### src/rtl/rv_core_pkg.sv
// Shared definitions for the 3-stage RV32I core: NOP encoding, reset vector
// and the IF/ID pipeline register layout consumed by the decode stage.
package rv_core_pkg;

    localparam logic [31:0] NOP_INSTR        = 32'h0000_0013;
    localparam logic [31:0] DEFAULT_RESET_PC = 32'h0000_0000;

    typedef struct packed {
        logic        valid;
        logic [31:0] pc;
        logic [31:0] instr;
    } if_id_t;

endpackage

### src/rtl/fetch_pc_gen.sv
// Program-counter register and next-pc selection (+4 / hold / redirect target).
// Optional misaligned-target trap enabled by defining FETCH_MISALIGN_TRAP_EN.
module fetch_pc_gen
    import rv_core_pkg::*;
#(
    parameter int                ADDR_W   = 32,
    parameter logic [ADDR_W-1:0] RESET_PC = ADDR_W'(DEFAULT_RESET_PC)
) (
    input  logic              clk,
    input  logic              rst_n,
    input  logic              stall,
    input  logic              redirect,
    input  logic [ADDR_W-1:0] redirect_pc,
    output logic [ADDR_W-1:0] pc,
    output logic              bubble,
    output logic              misalign_err
);

    logic [ADDR_W-1:0] pc_p0;
    logic [ADDR_W-1:0] pc_nxt;
    logic [ADDR_W-1:0] target;
    logic              misaligned;
    logic              halted;

`ifdef FETCH_MISALIGN_TRAP_EN
    logic err_p0;

    assign misaligned   = redirect & (redirect_pc[1:0] != 2'b00);
    assign halted       = err_p0;
    assign misalign_err = err_p0;
    assign target       = redirect_pc;

    // Sticky: once set, only reset clears it and fetch stays halted.
    always_ff @(posedge clk or negedge rst_n) begin
        if (!rst_n)
            err_p0 <= 1'b0;
        else if (misaligned)
            err_p0 <= 1'b1;
    end
`else
    assign misaligned   = 1'b0;
    assign halted       = 1'b0;
    assign misalign_err = 1'b0;
    assign target       = redirect_pc & ~ADDR_W'(3);
`endif

    always_comb begin
        pc_nxt = pc_p0;
        if (halted) begin
            pc_nxt = pc_p0;
        end else if (redirect) begin
            if (!misaligned)
                pc_nxt = target;
        end else if (!stall) begin
            pc_nxt = pc_p0 + ADDR_W'(4);
        end
    end

    // Stage 0: fetch address register
    always_ff @(posedge clk or negedge rst_n) begin
        if (!rst_n)
            pc_p0 <= RESET_PC;
        else
            pc_p0 <= pc_nxt;
    end

    assign pc     = pc_p0;
    assign bubble = redirect | halted;

endmodule

### src/rtl/fetch_unit.sv
// Instruction-fetch stage: drives the instruction-memory word index and
// registers the returned word into IF/ID. Option: FETCH_MISALIGN_TRAP_EN.
module fetch_unit
    import rv_core_pkg::*;
#(
    parameter int                ADDR_W   = 32,
    parameter int                INSTR_W  = 32,
    parameter logic [ADDR_W-1:0] RESET_PC = ADDR_W'(DEFAULT_RESET_PC)
) (
    input  logic               clk,
    input  logic               rst_n,
    output logic [ADDR_W-1:0]  imem_addr,
    input  logic [INSTR_W-1:0] imem_instr,
    input  logic               stall,
    input  logic               redirect,
    input  logic [ADDR_W-1:0]  redirect_pc,
    output logic               if_id_valid,
    output logic [ADDR_W-1:0]  if_id_pc,
    output logic [INSTR_W-1:0] if_id_instr,
    output logic               misalign_err
);

    localparam logic [INSTR_W-1:0] NOP = INSTR_W'(NOP_INSTR);

    logic [ADDR_W-1:0]  pc_p0;
    logic               bubble;
    logic               vld_p1;
    logic [ADDR_W-1:0]  pc_p1;
    logic [INSTR_W-1:0] instr_p1;

    fetch_pc_gen #(
        .ADDR_W   (ADDR_W),
        .RESET_PC (RESET_PC)
    ) u_pc_gen (
        .clk          (clk),
        .rst_n        (rst_n),
        .stall        (stall),
        .redirect     (redirect),
        .redirect_pc  (redirect_pc),
        .pc           (pc_p0),
        .bubble       (bubble),
        .misalign_err (misalign_err)
    );

    assign imem_addr = {2'b00, pc_p0[ADDR_W-1:2]};

    // Stage 1: IF/ID register; bubbles always carry a NOP so decode needs no gating
    always_ff @(posedge clk or negedge rst_n) begin
        if (!rst_n) begin
            vld_p1   <= 1'b0;
            pc_p1    <= '0;
            instr_p1 <= NOP;
        end else if (bubble) begin
            vld_p1   <= 1'b0;
            pc_p1    <= '0;
            instr_p1 <= NOP;
        end else if (!stall) begin
            vld_p1   <= 1'b1;
            pc_p1    <= pc_p0;
            instr_p1 <= imem_instr;
        end
    end

    assign if_id_valid = vld_p1;
    assign if_id_pc    = pc_p1;
    assign if_id_instr = instr_p1;

endmodule

### config.mk
export PLATFORM = sky130hd
export DESIGN_NAME = fetch_unit
export DESIGN_NICKNAME = d
export VERILOG_FILES = /design/src/rtl/rv_core_pkg.sv /design/src/rtl/fetch_pc_gen.sv /design/src/rtl/fetch_unit.sv
export SDC_FILE = /design/constraint.sdc
export NUM_CORES = 1
export LEC_CHECK = 0
export BUFFER_PORTS_ARGS = -buffer_cell sky130_fd_sc_hd__buf_2
export CORE_ASPECT_RATIO = 1.5
export CORE_UTILIZATION = 44
export CTS_CLUSTER_DIAMETER = 40
export DETAILED_ROUTE_END_ITERATION = 8
export GPL_TIMING_DRIVEN = 0
export HOLD_SLACK_MARGIN = 0.05
export PLACE_DENSITY = 0.74
export SYNTH_ARGS = -nofsm -noshare
export SYNTH_HDL_FRONTEND = slang
export SYNTH_SLANG_ARGS = --single-unit
### constraint.sdc
create_clock -name clk -period 1.6 [get_ports clk]
set_input_delay 0.32 -clock clk [delete_from_list [all_inputs] [get_ports clk]]
set_output_delay 0.32 -clock clk [all_outputs]
set_load 0.05 [all_outputs]
**After elaboration in Yosys (flattened, before gate mapping)**

Index checks and enable logic that the tools add are counted.

- Bits in latches: 0
- RAM bits: 0
- Memory bits (read-only): 0
- Bits of input ports: 68
- Output and inout port bits: 98
- Bits in registers: 97
- Logic and storage cells: 14
- Memories: 0

- Add/sub/neg operators: 1
- Div/mod/pow operators: 0
- $mul: 0
- Shifts and indexed selects: 0
- Bitwise gates (word level): 0
- Eq/ne operators: 1
- Reductions and logical operators: 0
- Multiplexer cells: 8
- Order comparisons: 0

Operators with widths:

| cell | count |
|---|---|
| $mux W32 | 6 |
| $add A32 B3 Y32 const B | 1 |
| $mux W1 | 2 |
| $ne A2 B1 Y1 const B | 1 |

**Depth between registers and ports, before layout**

- Depth after elaboration: 3
- Mapped depth: 7
- Gate-level depth less buffers: 5

**Modules after synthesis**

A second synthesis with hierarchy kept.

- Cell total of the unflattened synthesis: 409
- Area, all modules: 4460.5 um^2

By module, submodules not included:

| module | seq. area each (um^2) | area each (um^2) | cells each | times used |
|---|---|---|---|---|
| fetch_unit | 1630.3 | 2683.8 | 213 | 1 |
| fetch_pc_gen | 750.7 | 1776.7 | 196 | 1 |

**Worst setup path after synthesis**

OpenSTA, ideal clock, no wires.

- Path type: flip-flop to flip-flop
- Start: reg u_pc_gen.pc_p0[2] (netlist: u_pc_gen.pc[2])
- End: reg u_pc_gen.pc_p0[30] (netlist: u_pc_gen.pc[30])
- Buffers on the path: 0
- Library setup time: 0.082 ns
- Stages on the path, launching flop included: 6
- Data required time: 1.518 ns
- Arrival time: 1.918 ns
- Slack: -0.400 ns
- Clock period less this slack: 2.000 ns
- Path through: dfrtp_1 -> ha_1 -> nand4b_1 -> or3_1 -> or4_1 -> a31oi_1

- Longest elaborated chain between the ends: 3

RTL lines:

| what | RTL line | text |
|---|---|---|
| from (decl) | fetch_pc_gen.sv:19 | `logic [ADDR_W-1:0] pc_p0;` |
| from (signal assigned) | fetch_pc_gen.sv:64 | `pc_p0 <= pc_nxt;` |
| $add A32 B3 Y32 | fetch_pc_gen.sv:55 | `pc_nxt = pc_p0 + ADDR_W'(4);` |
| $mux W32 | fetch_pc_gen.sv:54 | `end else if (!stall) begin` |
| $mux W32 | fetch_pc_gen.sv:51 | `end else if (redirect) begin` |

Every way passes these cells. The select of a mux whose other input is x is not followed.
A chain may end at the register's enable or synchronous reset.

**Worst setup path in the final report**

- Start: reg u_pc_gen.pc_p0[2] (netlist: u_pc_gen.pc[2])
- End: reg u_pc_gen.pc_p0[31] (netlist: u_pc_gen.pc[31])

Same word-level chain as after synthesis.

==> qor.csv <==
metric,value,unit
status,"complete, but fails checks",
failing checks,setup timing,
pwr dens,1070,nW/um2
most common cell in the netlist,dfrtp_1,
Crit path required time,1.83,ns
Worst Hold End,u_pc_gen.pc[14]$_DFFE_PN0N_,
H-tree depth,3,
# fillers,792,
Syn. warnings,0,
I/O pins,166,
Syn Inst Count,406,
CTS tree,yes,
Synth Area per Inst,10.7,um2
die height,124,um
drt total wl,11900,um
Max Fclk,0.600,GHz
Clock Latency Late Sink,0.34,ns
kind of critical path,reg -> reg,
Leak,3.12,nW
crit-path max FO,8,
pin count of the biggest net entering global routing,59,
initial antenna violation count,1,
ratio of cells with drive above 1 in the final layout,46.0,%
port bufs,159,
Mapped Area,4340,um2
async set-reset flop share out of synthesis,100,%
Clock Skews,0.00979,ns
global-route wire length before repair,18600,um
sequential share of the synthesized area,54.2,%
clock root buffer,clkbuf_16,
DRC violations left,0,
DIE AREA,10300,um2
Synth top cells by count,"91 x dfrtp_1, 73 x nor2_1, 63 x mux2i_1, 25 x nand2_1, 18 x o21ai_0",
post-synth top area cell,dfrtp_1,
worst relative slew slack,51.7,%
hpwl dp,8370,um
grt total ovfl,0,
r2r setup slk,-0.07,ns
final worst-path cycle share,104,%
worst min-delay path class,in -> reg,
Final ANT Viol Nets,0,
worst-margin pin slew,0.725,ns
Clock Sinks,94,
Max-Cap Viols,0,
post-synth top area share,52.4,%
"Slowest-stage cell, CP",or4_4,
total core area,9630,um2
crit-path max cell delay,0.54,ns
routed via count,3932,
WL per Instance,16.0,um
CTS Buffer Depth,2,
worst r2r dst,u_pc_gen.pc[31]$_DFFE_PN0N_,
Max VDD drop,0.750,mV
"Reg clk slew, reported paths",0.06,ns
hold path startpoint,redirect_pc[14],
Final GP Congestion,0.803,
Slew Limit Fails,0,
number of global-route vias before repair,3859,
Rows,44,
Tot GR Track Use,23.2,%
CP Cell Sequence,and4b_1 -> buf_6 -> nand3_4 -> or4_4 -> a31o_1,
Final Hold Viols,0,
top post-synthesis cells by area,"dfrtp_1 52%, mux2i_1 15%, nor2_1 6.3%",
RSZ-0062 raised after global routing,yes,
Final WS setup,-0.0668,ns
DIE WIDTH,83.1,um
CP Launch Type,flip-flop,
Worst R2R Start,u_pc_gen.pc[2]$_DFFE_PN0N_,
ys flop type,dfrtp_1,
Power Total,6.53,mW
utilization after layout,63.5,%
Area growth syn-to-layout,40.8,%
#FFs+latches synth,94,
setup TNS,-0.233,ns
number of flops mapped to enable cells by yosys,0,
Num CTS Buffers,9,
Worst Path Arrival,1.90,ns
reg2reg path depth,5,
Via density,5.30,
DRT iter0 DRCs,205,
# setup viols final,7,
Final Critical Period,1.67,ns
drt pass-1 iters,4,
hold path depth,3,
Critical Path Sink Type,flip-flop,
Final nets,690,
Initial Utilization,45.1,%
Unique masters post-synth,39,
## placed cells by master (no fill, tap or decap), types with 4 or more instances in the layout
cell type / instances
dfrtp_2: 28
xor2_1: 7
a31oi_1: 14
nand2_1: 23
buf_4: 46
buf_6: 7
xnor2_1: 4
o21ai_0: 17
o31ai_1: 7
nand3_1: 7
nor2_1: 73
dfrtp_1: 63
or3_1: 7
buf_2: 163
or4_4: 4
clkbuf_1: 13
clkbuf_16: 9
or4_1: 7
mux2i_1: 63
nand4_1: 9
## registers in the layout, indices dropped and copies added, names as in the netlist
register and count:
if_id_instr 32, u_pc_gen.pc 30, if_id_valid 1, if_id_pc 31
## per-layer routing
metal,wire length [um],share of wire (%),vias to the layer above,GRT usage [%]
met3,534,4.5,34,4.17
met4,448,3.8,0,13.3
met1,4590,39,1912,27.7
li1,-,-,1848,-
met5,0,0,-,0
met2,6340,53,138,39.7
## final cells by class
| class | count | area (um2) | share of cell area, % |
|---|---|---|---|
| buffer | 31 | 198 | 3.23 |
| multi-input combinational | 278 | 1900 | 31.0 |
| timing repair buffer | 203 | 1150 | 18.9 |
| tap | 115 | 144 | 2.35 |
| clock inverter | 3 | 42.5 | 0.696 |
| clock buffer | 13 | 270 | 4.42 |
| sequential | 94 | 2390 | 39.1 |
| antenna | 1 | 2.50 | 0.0409 |
| inverter | 4 | 15.0 | 0.245 |
## worst max path at each step
stage	slack [ns]	startpoint	to	cells after the start
floorplan	-0.19	u_pc_gen.pc[2]$_DFFE_PN0N_	u_pc_gen.pc[30]$_DFFE_PN0N_	5
detailed placement	-0.35	redirect	if_id_pc[6]$_DFFE_PN0N_	5
global placement	-0.81	rst_n	u_pc_gen.pc[14]$_DFFE_PN0N_	1
CTS	-0.04	u_pc_gen.pc[2]$_DFFE_PN0N_	u_pc_gen.pc[30]$_DFFE_PN0N_	5
global route	-0.14	u_pc_gen.pc[2]$_DFFE_PN0N_	u_pc_gen.pc[31]$_DFFE_PN0N_	5
finish	-0.07	u_pc_gen.pc[2]$_DFFE_PN0N_	u_pc_gen.pc[31]$_DFFE_PN0N_	5
## through the flow
stage	setup WS, ns	instance area, um2	instances	hold WS [ns]
after floorplan	-0.190	4440	408	0.0244
after global placement	-0.805	5380	682	0.498
after detailed placement	-0.348	5410	683	0.322
after CTS	-0.0365	5920	723	0.178
after global routing	-0.136	6120	742	0.192
final	-0.0668	6120	742	0.188
## critical path, delay by kind of cell (launching register included)
| kind | cells | cell delay (ns) |
|---|---|---|
| flops | 1 | 0.40 |
| compound gates | 1 | 0.18 |
| simple gates | 3 | 0.85 |
| buf+inv | 1 | 0.12 |
## where the power goes
part | internal [mW] | switching (mW)
Combinational | 0.495 | 1.12
Clock | 1.34 | 0.883
Sequential | 2.57 | 0.133
Total | 4.40 | 2.13
## repair_timing
| action | CTS | global route |
|---|---|---|
| endpoints found under the hold margin | 36 | 0 |
| hold buffers | 1 | 0 |
| endpoints found under the setup margin | 14 | 42 |
| gates resized for setup | 4 | 20 |
| buffers inserted | 24 | 17 |
| gates cloned | 0 | 1 |
| pin swaps | 3 | 12 |
## logic make-up (layout without fill, tap and decap cells)
logic type | Yosys count | count (layout) | share of synthesized area [%]
AND/OR/NAND/NOR | 152 | 152 | 17.3
flip-flops | 94 | 94 | 54.2
multiplexers | 63 | 63 | 14.5
AO/OA/AOI/OAI | 47 | 47 | 6.74
buffers and inverters | 36 | 254 | 4.44
XOR/XNOR | 12 | 12 | 2.42
adder cells (fa/ha/maj) | 1 | 1 | 0.288
other | 1 | 4 | 0.0863
No activity file was read; power rests on OpenSTA's default activity.
